### src/rtl/mem_port_arbiter_pkg.sv
// Shared constants for the BIOS/instruction BRAM port arbiter: requester
// indices, arbiter states and statistics selectors.
package mem_port_arbiter_pkg;

  localparam int NUM_REQ    = 3;
  localparam int REQ_DATA   = 0;
  localparam int REQ_FETCH  = 1;
  localparam int REQ_LOADER = 2;

  typedef enum logic [1:0] {
    ARB_RUN    = 2'd0,
    ARB_DRAIN  = 2'd1,
    ARB_LOCKED = 2'd2
  } arb_state_e;

  localparam logic [1:0] STAT_DATA    = 2'd0;
  localparam logic [1:0] STAT_FETCH   = 2'd1;
  localparam logic [1:0] STAT_LOADER  = 2'd2;
  localparam logic [1:0] STAT_BLOCKED = 2'd3;

  // Isolates the lowest set bit; lowest index is the highest base priority.
  function automatic logic [NUM_REQ-1:0] lowest_one(input logic [NUM_REQ-1:0] v);
    return v & (~v + NUM_REQ'(1));
  endfunction

endpackage

### src/rtl/mem_port_arbiter_pick.sv
// Combinational one-hot pick: starved requesters first, then base order
// data > fetch > loader, both restricted to the currently allowed set.
module arb_priority_pick
  import mem_port_arbiter_pkg::*;
(
  input  logic [NUM_REQ-1:0] req,
  input  logic [NUM_REQ-1:0] starved,
  input  logic [NUM_REQ-1:0] allow,
  output logic [NUM_REQ-1:0] pick
);

  logic [NUM_REQ-1:0] elig;
  logic [NUM_REQ-1:0] elig_starved;

  always_comb begin
    elig         = req & allow;
    elig_starved = elig & starved;
    pick         = (|elig_starved) ? lowest_one(elig_starved) : lowest_one(elig);
  end

endmodule

### src/rtl/mem_port_arbiter.sv
// Three-way arbiter for the single-port BIOS BRAM with fixed-latency read
// return, starvation promotion and loader lock. ARB_STATS_EN adds counters.
module mem_port_arbiter
  import mem_port_arbiter_pkg::*;
#(
  parameter int ADDR_W       = 12,
  parameter int DATA_W       = 32,
  parameter int MEM_LAT      = 1,
  parameter int STARVE_LIMIT = 8
) (
  input  logic                              clk,
  input  logic                              rst,
  input  logic [NUM_REQ-1:0]                req,
  input  logic [NUM_REQ-1:0]                we,
  input  logic [NUM_REQ*ADDR_W-1:0]         addr,
  input  logic [NUM_REQ*DATA_W-1:0]         wdata,
  input  logic [NUM_REQ*(DATA_W/8)-1:0]     be,
  output logic [NUM_REQ-1:0]                gnt,
  output logic [NUM_REQ-1:0]                rvalid,
  output logic [DATA_W-1:0]                 rdata,
  input  logic                              loader_lock,
  output logic                              lock_active,
  output logic                              mem_en,
  output logic [DATA_W/8-1:0]               mem_we,
  output logic [ADDR_W-1:0]                 mem_addr,
  output logic [DATA_W-1:0]                 mem_din,
  input  logic [DATA_W-1:0]                 mem_dout,
  input  logic [1:0]                        stat_sel,
  output logic [31:0]                       stat_cnt
);

  localparam int BE_W  = DATA_W / 8;
  localparam int CNT_W = $clog2(STARVE_LIMIT + 1);

  arb_state_e state_q, state_d;
  logic       lock_active_q, lock_active_d;

  logic [NUM_REQ-1:0][CNT_W-1:0] wait_cnt_q, wait_cnt_d;
  logic [MEM_LAT:1][NUM_REQ-1:0] vld_pipe_q, vld_pipe_d;

  logic [NUM_REQ-1:0] allow;
  logic [NUM_REQ-1:0] starved;
  logic [NUM_REQ-1:0] pick;
  logic               pipe_empty;

  assign pipe_empty = ~|vld_pipe_q;

  // FSM: state register
  always_ff @(posedge clk) begin
    if (!rst) begin
      state_q       <= ARB_RUN;
      lock_active_q <= 1'b0;
    end else begin
      state_q       <= state_d;
      lock_active_q <= lock_active_d;
    end
  end

  // FSM: next state
  always_comb begin
    state_d = state_q;
    unique case (state_q)
      ARB_RUN:    if (loader_lock) state_d = ARB_DRAIN;
      ARB_DRAIN:  begin
        if (!loader_lock)    state_d = ARB_RUN;
        else if (pipe_empty) state_d = ARB_LOCKED;
      end
      ARB_LOCKED: if (!loader_lock) state_d = ARB_RUN;
      default:    state_d = ARB_RUN;
    endcase
  end

  // FSM: outputs (grant mask, registered lock flag)
  always_comb begin
    allow         = '0;
    lock_active_d = (state_d == ARB_LOCKED);
    unique case (state_q)
      ARB_RUN:    allow = '1;
      ARB_LOCKED: allow[REQ_LOADER] = 1'b1;
      default:    allow = '0;
    endcase
  end

  always_comb begin
    for (int i = 0; i < NUM_REQ; i++)
      starved[i] = (wait_cnt_q[i] == CNT_W'(STARVE_LIMIT));
  end

  arb_priority_pick u_pick (
    .req     (req),
    .starved (starved),
    .allow   (allow),
    .pick    (pick)
  );

  assign gnt = rst ? pick : '0;

  // Blocked data/fetch hold their age while locked so release does not
  // reorder them; the release cycle itself wipes every counter.
  always_comb begin
    for (int i = 0; i < NUM_REQ; i++) begin
      wait_cnt_d[i] = wait_cnt_q[i];
      if (state_q == ARB_LOCKED && !loader_lock)
        wait_cnt_d[i] = '0;
      else if (state_q == ARB_LOCKED && i != REQ_LOADER)
        wait_cnt_d[i] = wait_cnt_q[i];
      else if (!req[i] || gnt[i])
        wait_cnt_d[i] = '0;
      else if (!starved[i])
        wait_cnt_d[i] = wait_cnt_q[i] + CNT_W'(1);
    end
  end

  always_comb begin
    mem_en   = |gnt;
    mem_addr = '0;
    mem_din  = '0;
    mem_we   = '0;
    for (int i = 0; i < NUM_REQ; i++) begin
      if (gnt[i]) begin
        mem_addr = addr[i*ADDR_W +: ADDR_W];
        mem_din  = wdata[i*DATA_W +: DATA_W];
        mem_we   = we[i] ? be[i*BE_W +: BE_W] : '0;
      end
    end
  end

  // Read owner travels as a one-hot; a zero stage is a write or idle slot.
  always_comb begin
    vld_pipe_d[1] = gnt & ~we;
    for (int s = 2; s <= MEM_LAT; s++)
      vld_pipe_d[s] = vld_pipe_q[s-1];
  end

  always_ff @(posedge clk) begin
    if (!rst) begin
      wait_cnt_q <= '0;
      vld_pipe_q <= '0;
    end else begin
      wait_cnt_q <= wait_cnt_d;
      vld_pipe_q <= vld_pipe_d;
    end
  end

  assign rvalid      = rst ? vld_pipe_q[MEM_LAT] : '0;
  assign rdata       = (|rvalid) ? mem_dout : '0;
  assign lock_active = lock_active_q;

`ifdef ARB_STATS_EN
  logic [3:0][31:0] stat_q, stat_d;
  logic [31:0]      stat_cnt_q, stat_cnt_d;

  always_comb begin
    stat_d = stat_q;
    stat_d[STAT_DATA]    = stat_q[STAT_DATA]    + 32'(gnt[REQ_DATA]);
    stat_d[STAT_FETCH]   = stat_q[STAT_FETCH]   + 32'(gnt[REQ_FETCH]);
    stat_d[STAT_LOADER]  = stat_q[STAT_LOADER]  + 32'(gnt[REQ_LOADER]);
    stat_d[STAT_BLOCKED] = stat_q[STAT_BLOCKED] + 32'((|req) && !(|gnt));
    stat_cnt_d = stat_q[stat_sel];
  end

  always_ff @(posedge clk) begin
    if (!rst) begin
      stat_q     <= '0;
      stat_cnt_q <= '0;
    end else begin
      stat_q     <= stat_d;
      stat_cnt_q <= stat_cnt_d;
    end
  end

  assign stat_cnt = stat_cnt_q;
`else
  logic unused_stat_sel;
  assign unused_stat_sel = ^stat_sel;
  assign stat_cnt        = '0;
`endif

endmodule

### config.mk
export PLATFORM = sky130hd
export DESIGN_NAME = mem_port_arbiter
export DESIGN_NICKNAME = d
export VERILOG_FILES = /design/src/rtl/mem_port_arbiter_pkg.sv /design/src/rtl/mem_port_arbiter_pick.sv /design/src/rtl/mem_port_arbiter.sv
export SDC_FILE = /design/constraint.sdc
export NUM_CORES = 1
export LEC_CHECK = 0
export ABC_AREA = 1
export CAP_MARGIN = 20
export CELL_PAD_IN_SITES_DETAIL_PLACEMENT = 1
export CELL_PAD_IN_SITES_GLOBAL_PLACEMENT = 1
export CORE_AREA = 2 2 119 121
export DETAILED_ROUTE_END_ITERATION = 16
export DIE_AREA = 0 0 121 123
export DONT_BUFFER_PORTS = 1
export HOLD_SLACK_MARGIN = 0.05
export PLACE_DENSITY = 0.52
export SKIP_CTS_REPAIR_TIMING = 1
export SYNTH_ARGS = -nofsm -noshare
export SYNTH_HDL_FRONTEND = slang
export SYNTH_HIERARCHICAL = 1
export SYNTH_SLANG_ARGS = --single-unit
export TNS_END_PERCENT = 50
### constraint.sdc
create_clock -name clk -period 5.8 [get_ports clk]
set_input_delay 1.74 -clock clk [delete_from_list [all_inputs] [get_ports clk]]
set_output_delay 1.74 -clock clk [all_outputs]
set_load 0.005 [all_outputs]
# --- Word level (Yosys, flattened, before mapping) ---
# Index checks and enable logic that the tools add are counted.
word_totals:
  register_bits: 18
  word_cells: 74
  out_inout_bits: 120
op_classes:
  n_eq_ne: 8
  mux: 27
  bitwise: 10
  n_addsub: 5
  reduce_logical: 18
op_table:
  columns: ["operator", "count"]
  rows:
  - ["$mux 32", 4]
  - ["$mux 4", 10]
  - ["$mux 12", 3]
  - ["$and 3x3->3", 5]
  - ["$reduce_or 3->1", 5]
  - ["$add 4x1->4 const B", 3]
  - ["$eq 4x4->1 const B", 3]
  - ["$mux 2", 5]
  - ["$mux 3", 3]
  - ["$not 3->3", 3]
  - ["$add 3x1->3 const B", 2]
  - ["$pmux 2 s3", 1]
  - ["$eq 2x2->1 const B", 2]
  - ["$logic_not 1->1", 4]
  - ["$ne 2x2->1 const B", 2]
  - ["$reduce_and 2->1", 2]
  - ["$reduce_or 2->1", 2]
  - ["$logic_or 1x1->1", 3]
  - ["$eq 2x1->1 const B", 1]
  - ["$logic_not 2->1", 1]
  - ["$not 1->1", 2]
  - ["$logic_and 1x1->1", 1]
  - ["$mux 1", 1]

# --- Depth between registers and ports, before layout ---
# Gate-level depths: netlist of the first run.
logic_depth:
  depth_word: 13
  depth_mapped: 13
  mapped_depth_nobuf: 13

# --- Cells and area by module ---
# Netlist of the first run, hierarchy kept.
by_module_without_submodules:
  columns: ["mod", "n_inst", "cells_per_inst", "area_per_inst_um2"]
  rows:
  - ["mem_port_arbiter", 1, 462, 2608.8]
  - ["arb_priority_pick", 1, 17, 96.3]

# --- Least setup slack after synthesis of the first run ---
# OpenSTA, ideal clock, no wires.
synth_path:
  path_kind: "input -> output"
  startpoint: "input port req[0]"
  endpoint: "output port mem_addr[10]"
  arrival_time_ns: 2.779
  n_path_buf: 1
  t_required_ns: 4.060
  path_stages: 10
  path_slack_ns: 1.281
  cell_sequence: "nand2_2 inv_2 nand2_2 inv_1 a21oi_2 nand2_2 clkinv_2 buf_2 nand2_1 a31oi_1"
synth_via:
  word_cells_on_any_way: 14
  classes_between: "2 x add/sub; 5 x mux; 6 x bitwise; 1 x reduce/logical"
synth_lines:
  columns: ["item", "line", "text"]
  rows:
  - ["from (decl)", "mem_port_arbiter.sv:13", "input logic [NUM_REQ-1:0] req,"]
  - ["$and 3x3->3 *", "mem_port_arbiter_pick.sv:16", "elig = req & allow;"]
  - ["$and 3x3->3", "mem_port_arbiter_pick.sv:17", "elig_starved = elig & starved;"]
  - ["$not 3->3", "mem_port_arbiter_pkg.sv:23", "return v & (~v + NUM_REQ'(1));"]
  - ["$add 3x1->3", "mem_port_arbiter_pkg.sv:23", null]
  - ["$and 3x3->3", "mem_port_arbiter_pkg.sv:23", null]
  - ["$mux 3 *", "mem_port_arbiter_pick.sv:18", "pick = (|elig_starved) ? lowest_one(elig_starved) : lowest_one(elig);"]
  - ["named net pick[1]", "mem_port_arbiter.sv:43", "logic [NUM_REQ-1:0] pick;"]
  - ["$mux 3 *", "mem_port_arbiter.sv:96", "assign gnt = rst ? pick : '0;"]
  - ["named net gnt[1]", "mem_port_arbiter.sv:18", "output logic [NUM_REQ-1:0] gnt,"]
  - ["$mux 12 * (2 in series)", "mem_port_arbiter.sv:120", "if (gnt[i]) begin"]
  - ["to (decl)", "mem_port_arbiter.sv:25", "output logic [ADDR_W-1:0] mem_addr,"]
# Mark *: on every way through the listed nets, which the timed path passes. The rest lies on a longest branch.

# --- Worst setup path in the final report of the first run ---
layout_path:
  startpoint: "input port req[0]"
  endpoint: "output port mem_we[0]"
layout_via:
  word_cells_on_any_way: 14
  classes_between: "2 x add/sub; 5 x mux; 6 x bitwise; 1 x reduce/logical"
layout_lines:
  columns: ["item", "line", "text"]
  rows:
  - ["$and 3x3->3 *", "mem_port_arbiter_pick.sv:16", null]
  - ["$and 3x3->3", "mem_port_arbiter_pick.sv:17", null]
  - ["$not 3->3", "mem_port_arbiter_pkg.sv:23", null]
  - ["$add 3x1->3", "mem_port_arbiter_pkg.sv:23", null]
  - ["$and 3x3->3", "mem_port_arbiter_pkg.sv:23", null]
  - ["$mux 3 *", "mem_port_arbiter_pick.sv:18", null]
  - ["named net pick[1]", "mem_port_arbiter.sv:43", null]
  - ["$mux 3 *", "mem_port_arbiter.sv:96", null]
  - ["named net gnt[1]", "mem_port_arbiter.sv:18", null]
  - ["$mux 4 * (2 in series)", "mem_port_arbiter.sv:120", null]
  - ["to (decl)", "mem_port_arbiter.sv:24", "output logic [DATA_W/8-1:0] mem_we,"]
# Marked as above.

==> impl_metrics.py, run 1 <==
metrics = {
    "place": {
        "place_inst": 633,
        "post_detailed_placement_half_perimeter_wirelength_um": 9170,
        "placement.io_buffers": 0,
        "gp_congestion": 0.753,
        "post_dp_cell_area_um2": 2640,
    },
    "sta": {
        "maxClockFrequency_ghz": 0.196,
        "setup_tns_after_final_layout_ns": 0,
        "rsz0062_at_grt": "no",
        "whs_ns": 0.497,
        "min_tclk_post_route_ns": 5.11,
        "final_clock_period_utilization_by_the_worst_path": 0.881,
        "fin_skew_ns": 0.00200,
        "finalSetupViolations": 0,
        "worst_max_slew_margin_expressed_relative_to_the_limit": 0.566,
        "transition_time_of_the_tightest_slew_check_pin_ns": 0.651,
        "report.final.slew_viol_count": 0,
        "timing.final.hold_violations": 0,
    },
    "route": {
        "count_of_tritonroute_iterations_in_the_first_routing_pass": 4,
        "drt-wirelength-per-cell_um": 16.9,
        "drc": 0,
        "first_iteration_detailed_routing_drc_count": 63,
        "ant_nets": 0,
        "routed_wirelength_um": 10800,
        "viasPerCell": 4.59,
        "via_count": 2921,
    },
    "finish": {
        "final_design_area_no_fill_um2": 2730,
        "final_layout_size_suffix_gt1_frac": 0.0635,
        "n_antenna_cell": 0,
        "nFillCells": 1794,
        "nets": 651,
        "stdcell_count": 637,
        "syn_to_final_growth_pct": 0.786,
    },
    "global_routing": {
        "largest_net_degree_at_the_start_of_global_routing": 93,
        "grt-ovfl-total": 0,
        "globalRouteTotalUtil": 0.130,
        "antenna_found_initial": 0,
        "first_pass_grt_wire_length_um": 15000,
        "first_global_vias": 2807,
    },
    "floorplan": {
        "dieArea_um2": 14900,
        "io_pins": 307,
        "horiz_die_dim_um": 121,
        "floorplan.core_area_um2": 13600,
        "fp.dieH_um": 123,
        "start_util": 0.199,
        "rows": 43,
    },
    "synthesis": {
        "area_of_the_mapped_netlist_um2": 2710,
        "postSynthRegisterBits": 18,
        "synth_warnings": 6,
        "synth-seq-area-share": 0.133,
        "postSynth.asyncResetShare": 0,
        "synth_enable_flop_cells": 0,
        "ys_types": 27,
        "postSynthCellCount": 479,
        "dominantRegCellSynth": "dfxtp_1",
        "post_synthesis_area_per_instance_um2": 5.65,
    },
    "cts": {
        "clk_root_buffer_cell": "clkbuf_16",
        "tritoncts.num_buffers": 3,
        "cts_tree": "yes",
        "h-tree-depth": 1,
        "cts.clk_slew.worst_paths_ns": 0.06,
        "sinks_on_clock_net": 18,
        "insertion_delay_ns": 0.25,
        "cts_buffer_depth": 2,
    },
    "power": {
        "swShare": 0.353,
        "clock_power_share": 0.376,
        "total_power_mw": 0.421,
        "pwr-share-seq": 0.317,
        "irDropWorstVdd_mv": 0.0646,
        "comb_power_share": 0.307,
        "net-switching-power_mw": 0.148,
        "pwr_density_cell_nw_per_um2": 154,
        "cellInternalPower_mw": 0.272,
        "leakage_nw": 1.39,
    },
    "outcome": {
        "run_status": "finished, final reports clean",
    },
    "run": {
        "cap_viol_max_count": 0,
    },
    "min_path": {
        "min_path_type": "flop to flop",
    },
    "critical_path": {
        "path_max_fanout": 46,
        "critical_path.endpoint_type": "output pin",
        "critPathRequiredTime_ns": 4.06,
        "timing.critical_path.from_type": "input port",
        "path_class": "input port to output pin",
        "arrival_time_of_data_at_the_critical_path_endpoint_ns": 3.37,
    },
}
[metrics by stage]
| step | utilization | setup WS [ns] |
|---|---|---|
| 2_1_floorplan | - | 1.28 |
| 3_3_place_gp | 0.194 | 0.660 |
| 3_5_place_dp | 0.194 | 0.602 |
| 4_1_cts | 0.200 | 0.597 |
| 5_1_grt | 0.200 | 0.439 |
| 6_report | 0.200 | 0.688 |
[worst max-delay path, stage by stage]
cell and delay [ns]:
nand2_2 0.05, inv_2 0.08, nand2_2 0.06, inv_1 0.08, a21oi_2 0.05, nand2_2 0.10
clkinv_2 0.50, nor3_2 0.50, nand2_1 0.09, nand3_1 0.10
[cell usage in the layout, fill, tap and decap left out, types with 3 or more instances in the layout]
cell,Yosys,routed
nand2_1,119,119
inv_1,62,62
nand3_1,62,62
nor2_1,59,59
a31oi_1,44,44
conb_1,1,32
dfxtp_1,18,18
a21oi_1,11,11
nand2_2,9,9
nand4_1,7,7
ha_1,6,6
xor2_1,3,3
clkbuf_16,0,3
[synthesized netlist by cell type, types with 3 or more instances]
cell type	number	area, um^2
nand2_1	119	447
inv_1	62	233
nand3_1	62	310
nor2_1	59	221
a31oi_1	44	275
buf_4	33	248
dfxtp_1	18	360
a21oi_1	11	55.1
buf_6	11	124
buf_2	10	50.1
nand2_2	9	56.3
nand4_1	7	43.8
clkbuf_1	6	22.5
ha_1	6	75.1
xor2_1	3	26.3
[flip-flops by register name, indices dropped and copies added (netlist names)]
name,cells
wait_cnt_q,12
vld_pipe_q,3
state_q,2
lock_active,1
[kinds of logic after synthesis]
group,after synthesis,share of synthesized area
AND/OR/NAND/NOR,262,0.420
buffers and inverters,126,0.258
AO/OA/AOI/OAI,63,0.150
flip-flops,18,0.133
adder cells (fa/ha/maj),6,0.0278
XOR/XNOR,3,0.00972
other,1,0.00139
[path summary, 6_finish.rpt]
kind	from	endpoint	slack, ns	depth (start not counted)
hold reg to reg	wait_cnt_q[1]	wait_cnt_q[1]	0.50	2
setup / recovery	req[0]	mem_we[0]	0.69	10
hold / removal	wait_cnt_q[1]	wait_cnt_q[1]	0.50	2
setup reg to reg	wait_cnt_q[8]	wait_cnt_q[4]	3.72	13
[cell type report]
type | instances | area [um^2] | share of cell area
tap | 180 | 225 | 0.0826
multi-input combinational | 366 | 1760 | 0.647
sequential | 18 | 360 | 0.132
clock buffer | 4 | 88.8 | 0.0326
timing repair buffer | 3 | 35.0 | 0.0128
inverter | 66 | 254 | 0.0932
[power by group through the flow]
stage / Clock, mW / Combinational [mW] / Sequential [mW]
after floorplan: 0 / 0.129 / 0.135
after global placement: 0 / 0.129 / 0.136
after detailed placement: 0 / 0.132 / 0.136
after CTS: 0.160 / 0.132 / 0.133
after global routing: 0.168 / 0.148 / 0.134
final: 0.158 / 0.129 / 0.134
[routing by layer]
metal / vias to the layer above / track usage / part of all wire
met4: 0 / 0.0225 / 0.0084
met3: 7 / 0.0420 / 0.094
met1: 1320 / 0.144 / 0.38
met5: - / 0 / 0
met2: 165 / 0.243 / 0.52
li1: 1429 / - / -
No activity file was read; power rests on OpenSTA's default activity.
==> run 2, diff against run 1 <==
--- a/config.mk
+++ b/config.mk
@@ -13,9 +13,10 @@
 export DETAILED_ROUTE_END_ITERATION = 16
 export DIE_AREA = 0 0 121 123
 export DONT_BUFFER_PORTS = 1
+export GPL_TIMING_DRIVEN = 0
 export HOLD_SLACK_MARGIN = 0.05
 export PLACE_DENSITY = 0.52
-export SKIP_CTS_REPAIR_TIMING = 1
+export SKIP_LAST_GASP = 1
 export SYNTH_ARGS = -nofsm -noshare
 export SYNTH_HDL_FRONTEND = slang
 export SYNTH_HIERARCHICAL = 1
==> impl_metrics.py, run 2 (synthesis gave the netlist of run 1 again) <==
metrics = {
    "power": {
        "pwr_density_cell_nw_per_um2": 141,
        "leakage_nw": 1.66,
        "clock_power_share": 0.321,
        "irDropWorstVdd_mv": 0.0715,
        "cellInternalPower_mw": 0.280,
        "net-switching-power_mw": 0.159,
        "pwr-share-seq": 0.304,
        "comb_power_share": 0.374,
        "swShare": 0.362,
    },
    "min_path": {
        "min_path_type": "flop to flop",
    },
    "route": {
        "viasPerCell": 4.66,
        "ant_nets": 0,
        "via_count": 3231,
        "count_of_tritonroute_iterations_in_the_first_routing_pass": 4,
        "first_iteration_detailed_routing_drc_count": 78,
        "routed_wirelength_um": 12700,
        "drt-wirelength-per-cell_um": 18.3,
        "drc": 0,
    },
    "floorplan": {
        "floorplan.core_area_um2": 13600,
        "start_util": 0.199,
        "horiz_die_dim_um": 121,
        "rows": 43,
        "dieArea_um2": 14900,
        "io_pins": 307,
        "fp.dieH_um": 123,
    },
    "run": {
        "cap_viol_max_count": 0,
    },
    "critical_path": {
        "critPathRequiredTime_ns": 4.06,
        "path_class": "input port to output pin",
        "critical_path.endpoint_type": "output pin",
        "path_max_fanout": 10,
        "arrival_time_of_data_at_the_critical_path_endpoint_ns": 3.14,
        "timing.critical_path.from_type": "input port",
    },
    "cts": {
        "postCtsSetupRepairBufs": 0,
        "cts_hold_buffers": 0,
        "cts_buffer_depth": 2,
        "cts_tree": "yes",
        "clk_root_buffer_cell": "clkbuf_16",
        "cts_repair_resize_count": 0,
        "insertion_delay_ns": 0.25,
        "tritoncts.num_buffers": 3,
        "sinks_on_clock_net": 18,
        "cts.clk_slew.worst_paths_ns": 0.06,
        "h-tree-depth": 1,
    },
    "global_routing": {
        "largest_net_degree_at_the_start_of_global_routing": 11,
        "first_pass_grt_wire_length_um": 17500,
        "antenna_found_initial": 0,
        "grt-ovfl-total": 0,
        "globalRouteTotalUtil": 0.153,
        "first_global_vias": 3117,
    },
    "sta": {
        "timing.final.hold_violations": 0,
        "setup_tns_after_final_layout_ns": 0,
        "finalSetupViolations": 0,
        "maxClockFrequency_ghz": 0.205,
        "report.final.slew_viol_count": 0,
        "final_clock_period_utilization_by_the_worst_path": 0.841,
        "min_tclk_post_route_ns": 4.88,
        "fin_skew_ns": 0.00686,
        "rsz0062_at_grt": "no",
    },
    "place": {
        "gp_congestion": 0.780,
        "place_inst": 690,
        "post_detailed_placement_half_perimeter_wirelength_um": 10900,
        "placement.io_buffers": 0,
    },
    "finish": {
        "top_register": "wait_cnt_q",
        "final_layout_size_suffix_gt1_frac": 0.154,
        "reg.largest.list": "wait_cnt_q (12), vld_pipe_q (3), state_q (2)",
        "largest_register_ff_count": 12,
        "nets": 708,
        "syn_to_final_growth_pct": 15.4,
        "nFillCells": 1781,
        "leading_cell_type_in_the_layout_fill_and_taps_excluded": "nand2_1",
        "layout_common_cells": "nand2_1, inv_1, nand3_1",
        "n_antenna_cell": 0,
        "stdcell_count": 693,
    },
    "outcome": {
        "run_status": "finished, final reports clean",
    },
}
run 2: final cells by class:
class,instances,area [um^2],area share
buffer,60,444,0.142
clock buffer,3,75.1,0.0240
inverter,66,254,0.0814
multi-input combinational,366,1760,0.565
sequential,18,360,0.115
tap,180,225,0.0721
run 2: worst max-delay path: stages:
cell and delay [ns]:
nand2_2 0.07, inv_2 0.05, nand2_2 0.08, inv_1 0.06
a21oi_2 0.19, nand2_2 0.13, clkinv_2 0.18, buf_2 0.26
nand2_1 0.09, a31oi_1 0.28
run 2: power by group through the flow:
stage / Clock [mW] / Combinational [mW] / Sequential, mW
finish: 0.141 / 0.164 / 0.134
global placement: 0 / 0.162 / 0.136
global route: 0.148 / 0.184 / 0.134
floorplan: 0 / 0.129 / 0.135
CTS: 0.144 / 0.166 / 0.134
detailed placement: 0 / 0.166 / 0.136
run 2: metrics by stage:
| stage | area (um^2) | util | worst slack (ns) | power, mW | hold WS (ns) |
|---|---|---|---|---|---|
| floorplan | 2820 | - | 1.28 | 0.264 | 0.456 |
| global placement | 3050 | 0.224 | 0.909 | 0.298 | 0.480 |
| detailed placement | 3050 | 0.224 | 0.862 | 0.302 | 0.485 |
| CTS | 3120 | 0.229 | 0.872 | 0.443 | 0.493 |
| global route | 3120 | 0.229 | 0.725 | 0.467 | 0.535 |
| finish | 3120 | 0.229 | 0.922 | 0.439 | 0.490 |
run 2: worst paths after layout:
path,start,cells after the start,slack [ns],to
setup / recovery,req[0],10,0.92,mem_din[9]
hold / removal,wait_cnt_q[1],2,0.49,wait_cnt_q[1]
setup reg to reg,wait_cnt_q[8],13,3.74,wait_cnt_q[4]
hold reg to reg,wait_cnt_q[1],2,0.49,wait_cnt_q[1]
run 2: per-layer routing:
| layer | routed length [um] | part of all wire | vias to the layer above | track usage |
|---|---|---|---|---|
| met5 | 0 | 0 | - | 0 |
| met4 | 235 | 0.019 | 0 | 0.0371 |
| met3 | 1160 | 0.091 | 15 | 0.0369 |
| met2 | 6540 | 0.51 | 187 | 0.283 |
| met1 | 4770 | 0.38 | 1488 | 0.176 |
| li1 | - | - | 1541 | - |
==> run 3, diff against run 2 <==
--- a/config.mk
+++ b/config.mk
@@ -9,9 +9,9 @@
 export CAP_MARGIN = 20
 export CELL_PAD_IN_SITES_DETAIL_PLACEMENT = 1
 export CELL_PAD_IN_SITES_GLOBAL_PLACEMENT = 1
-export CORE_AREA = 2 2 119 121
+export CORE_AREA = 2 2 120 122
 export DETAILED_ROUTE_END_ITERATION = 16
-export DIE_AREA = 0 0 121 123
+export DIE_AREA = 0 0 122 124
 export DONT_BUFFER_PORTS = 1
 export GPL_TIMING_DRIVEN = 0
 export HOLD_SLACK_MARGIN = 0.05
==> constraint.sdc (replaced) <==
create_clock -name clk -period 5 [get_ports clk]
set_input_delay 1.5 -clock clk [delete_from_list [all_inputs] [get_ports clk]]
set_output_delay 1.5 -clock clk [all_outputs]
set_load 0.005 [all_outputs]
==> impl_metrics.py, run 3 (synthesis gave the netlist of run 1 again) <==
metrics = {
    "outcome": {
        "run_status": "finished, final reports clean",
    },
    "power": {
        "irDropWorstVdd_mv": 0.0868,
        "leakage_nw": 1.67,
        "total_power_mw": 0.527,
        "pwr-share-seq": 0.293,
        "clock_power_share": 0.341,
        "net-switching-power_mw": 0.186,
        "pwr_density_cell_nw_per_um2": 168,
        "swShare": 0.353,
        "comb_power_share": 0.365,
        "cellInternalPower_mw": 0.341,
    },
    "sta": {
        "setup_tns_after_final_layout_ns": 0,
        "maxClockFrequency_ghz": 0.225,
        "timing.final.hold_violations": 0,
        "rsz0062_at_grt": "no",
        "timing.final.ws_setup_ns": 0.558,
        "fin_skew_ns": 0.00490,
        "whs_ns": 0.491,
        "finalSetupViolations": 0,
        "transition_time_of_the_tightest_slew_check_pin_ns": 0.524,
        "final_clock_period_utilization_by_the_worst_path": 0.888,
        "min_tclk_post_route_ns": 4.44,
        "worst_max_slew_margin_expressed_relative_to_the_limit": 0.651,
        "report.final.slew_viol_count": 0,
    },
    "place": {
        "placement.io_buffers": 0,
        "post_dp_cell_area_um2": 3050,
        "post_detailed_placement_half_perimeter_wirelength_um": 10900,
        "pre_cts_ws_ns": 0.537,
        "gp_congestion": 0.786,
        "place_inst": 690,
    },
    "finish": {
        "nets": 708,
        "layout_common_cells": "nand2_1, inv_1, nand3_1",
        "reg.largest.list": "wait_cnt_q (12), vld_pipe_q (3), state_q (2)",
        "final_design_area_no_fill_um2": 3140,
        "final_core_density": 0.229,
        "largest_register_ff_count": 12,
        "area_of_the_multi_input_gates_um2": 1760,
        "final_layout_size_suffix_gt1_frac": 0.156,
        "nFillCells": 1808,
        "syn_to_final_growth_pct": 15.9,
        "stdcell_count": 694,
        "ff_latch_area_um2": 360,
        "top_register": "wait_cnt_q",
        "leading_cell_type_in_the_layout_fill_and_taps_excluded": "nand2_1",
        "n_antenna_cell": 0,
    },
    "route": {
        "via_count": 3204,
        "ant_nets": 0,
        "count_of_tritonroute_iterations_in_the_first_routing_pass": 4,
        "drc": 0,
        "first_iteration_detailed_routing_drc_count": 96,
        "routed_wirelength_um": 12700,
        "viasPerCell": 4.62,
        "drt-wirelength-per-cell_um": 18.2,
    },
    "global_routing": {
        "grt-ovfl-total": 0,
        "antenna_found_initial": 0,
        "globalRouteTotalUtil": 0.150,
        "largest_net_degree_at_the_start_of_global_routing": 11,
        "first_pass_grt_wire_length_um": 17300,
        "first_global_vias": 3180,
    },
    "min_path": {
        "hold-path-cell-count": 2,
        "min_path_type": "flop to flop",
    },
    "cts": {
        "insertion_delay_ns": 0.25,
        "cts_repair_resize_count": 0,
        "h-tree-depth": 1,
        "tritoncts.num_buffers": 3,
        "cts_hold_buffers": 0,
        "sinks_on_clock_net": 18,
        "postCtsSetupRepairBufs": 0,
        "cts_buffer_depth": 2,
        "clk_root_buffer_cell": "clkbuf_16",
        "cts.clk_slew.worst_paths_ns": 0.06,
        "cts_tree": "yes",
    },
    "floorplan": {
        "rows": 43,
        "start_util": 0.197,
        "dieArea_um2": 15100,
        "floorplan.core_area_um2": 13700,
        "fp.dieH_um": 124,
        "horiz_die_dim_um": 122,
        "io_pins": 307,
    },
    "critical_path": {
        "critPathRequiredTime_ns": 3.50,
        "path_cells": "nand2_2 -> inv_2 -> nand3_1 -> a21oi_2 -> nand2_2 -> clkinv_2 -> buf_2 -> nand2_1 -> a31oi_1",
        "cp_num_cells": 9,
        "critical_path.endpoint_type": "output pin",
        "path_class": "input port to output pin",
        "max_stage_delay_ns": 0.31,
        "timing.critical_path.from_type": "input port",
        "critical_path.most_common_cell": "nand2_2",
        "path_max_fanout": 10,
        "path_buf_inv": 3,
        "ff2ff_path_depth": 13,
        "arrival_time_of_data_at_the_critical_path_endpoint_ns": 2.94,
        "cp_delay_by_family_top": "buffers and inverters",
        "cp_slowest_cell": "a31oi_1",
    },
    "run": {
        "cap_viol_max_count": 0,
    },
}
run 3: changes by cell type in the layout (fill, tap and decap cells not counted), sizes merged:
cell | previous run | this run
clkbuf | 9 | 10
run 3: layer usage:
metal,wire (um),part of all wire,track usage
met4,183,0.014,0.0330
met5,0,0,0
met2,6670,0.53,0.285
met3,934,0.074,0.0270
met1,4870,0.38,0.173
run 3: tightest hold or removal path: cells and delay by family (launching register included):
family,cells,cell delay [ns]
flops,1,0.32
compound gates,1,0.05
simple gates,1,0.07
run 3: final cells by class:
cell class,count,area share
Multi-Input combinational cell,366,0.562
Buffer,60,0.142
Sequential cell,18,0.115
Inverter,66,0.0810
Tap cell,180,0.0718
Clock buffer,4,0.0283
run 3: path summary, 6_finish.rpt:
path | startpoint | end | slack [ns]
max | req[1] | mem_din[4] | 0.56
min | wait_cnt_q[1] | wait_cnt_q[1] | 0.49
max reg2reg | wait_cnt_q[8] | wait_cnt_q[4] | 2.92
min reg2reg | wait_cnt_q[1] | wait_cnt_q[1] | 0.49
run 3: power by group through the flow:
stage | combinational (mW) | clock [mW] | sequential, mW
global route | 0.216 | 0.189 | 0.156
finish | 0.193 | 0.180 | 0.155
floorplan | 0.150 | 0 | 0.156
detailed placement | 0.194 | 0 | 0.158
CTS | 0.194 | 0.183 | 0.155
global placement | 0.191 | 0 | 0.158
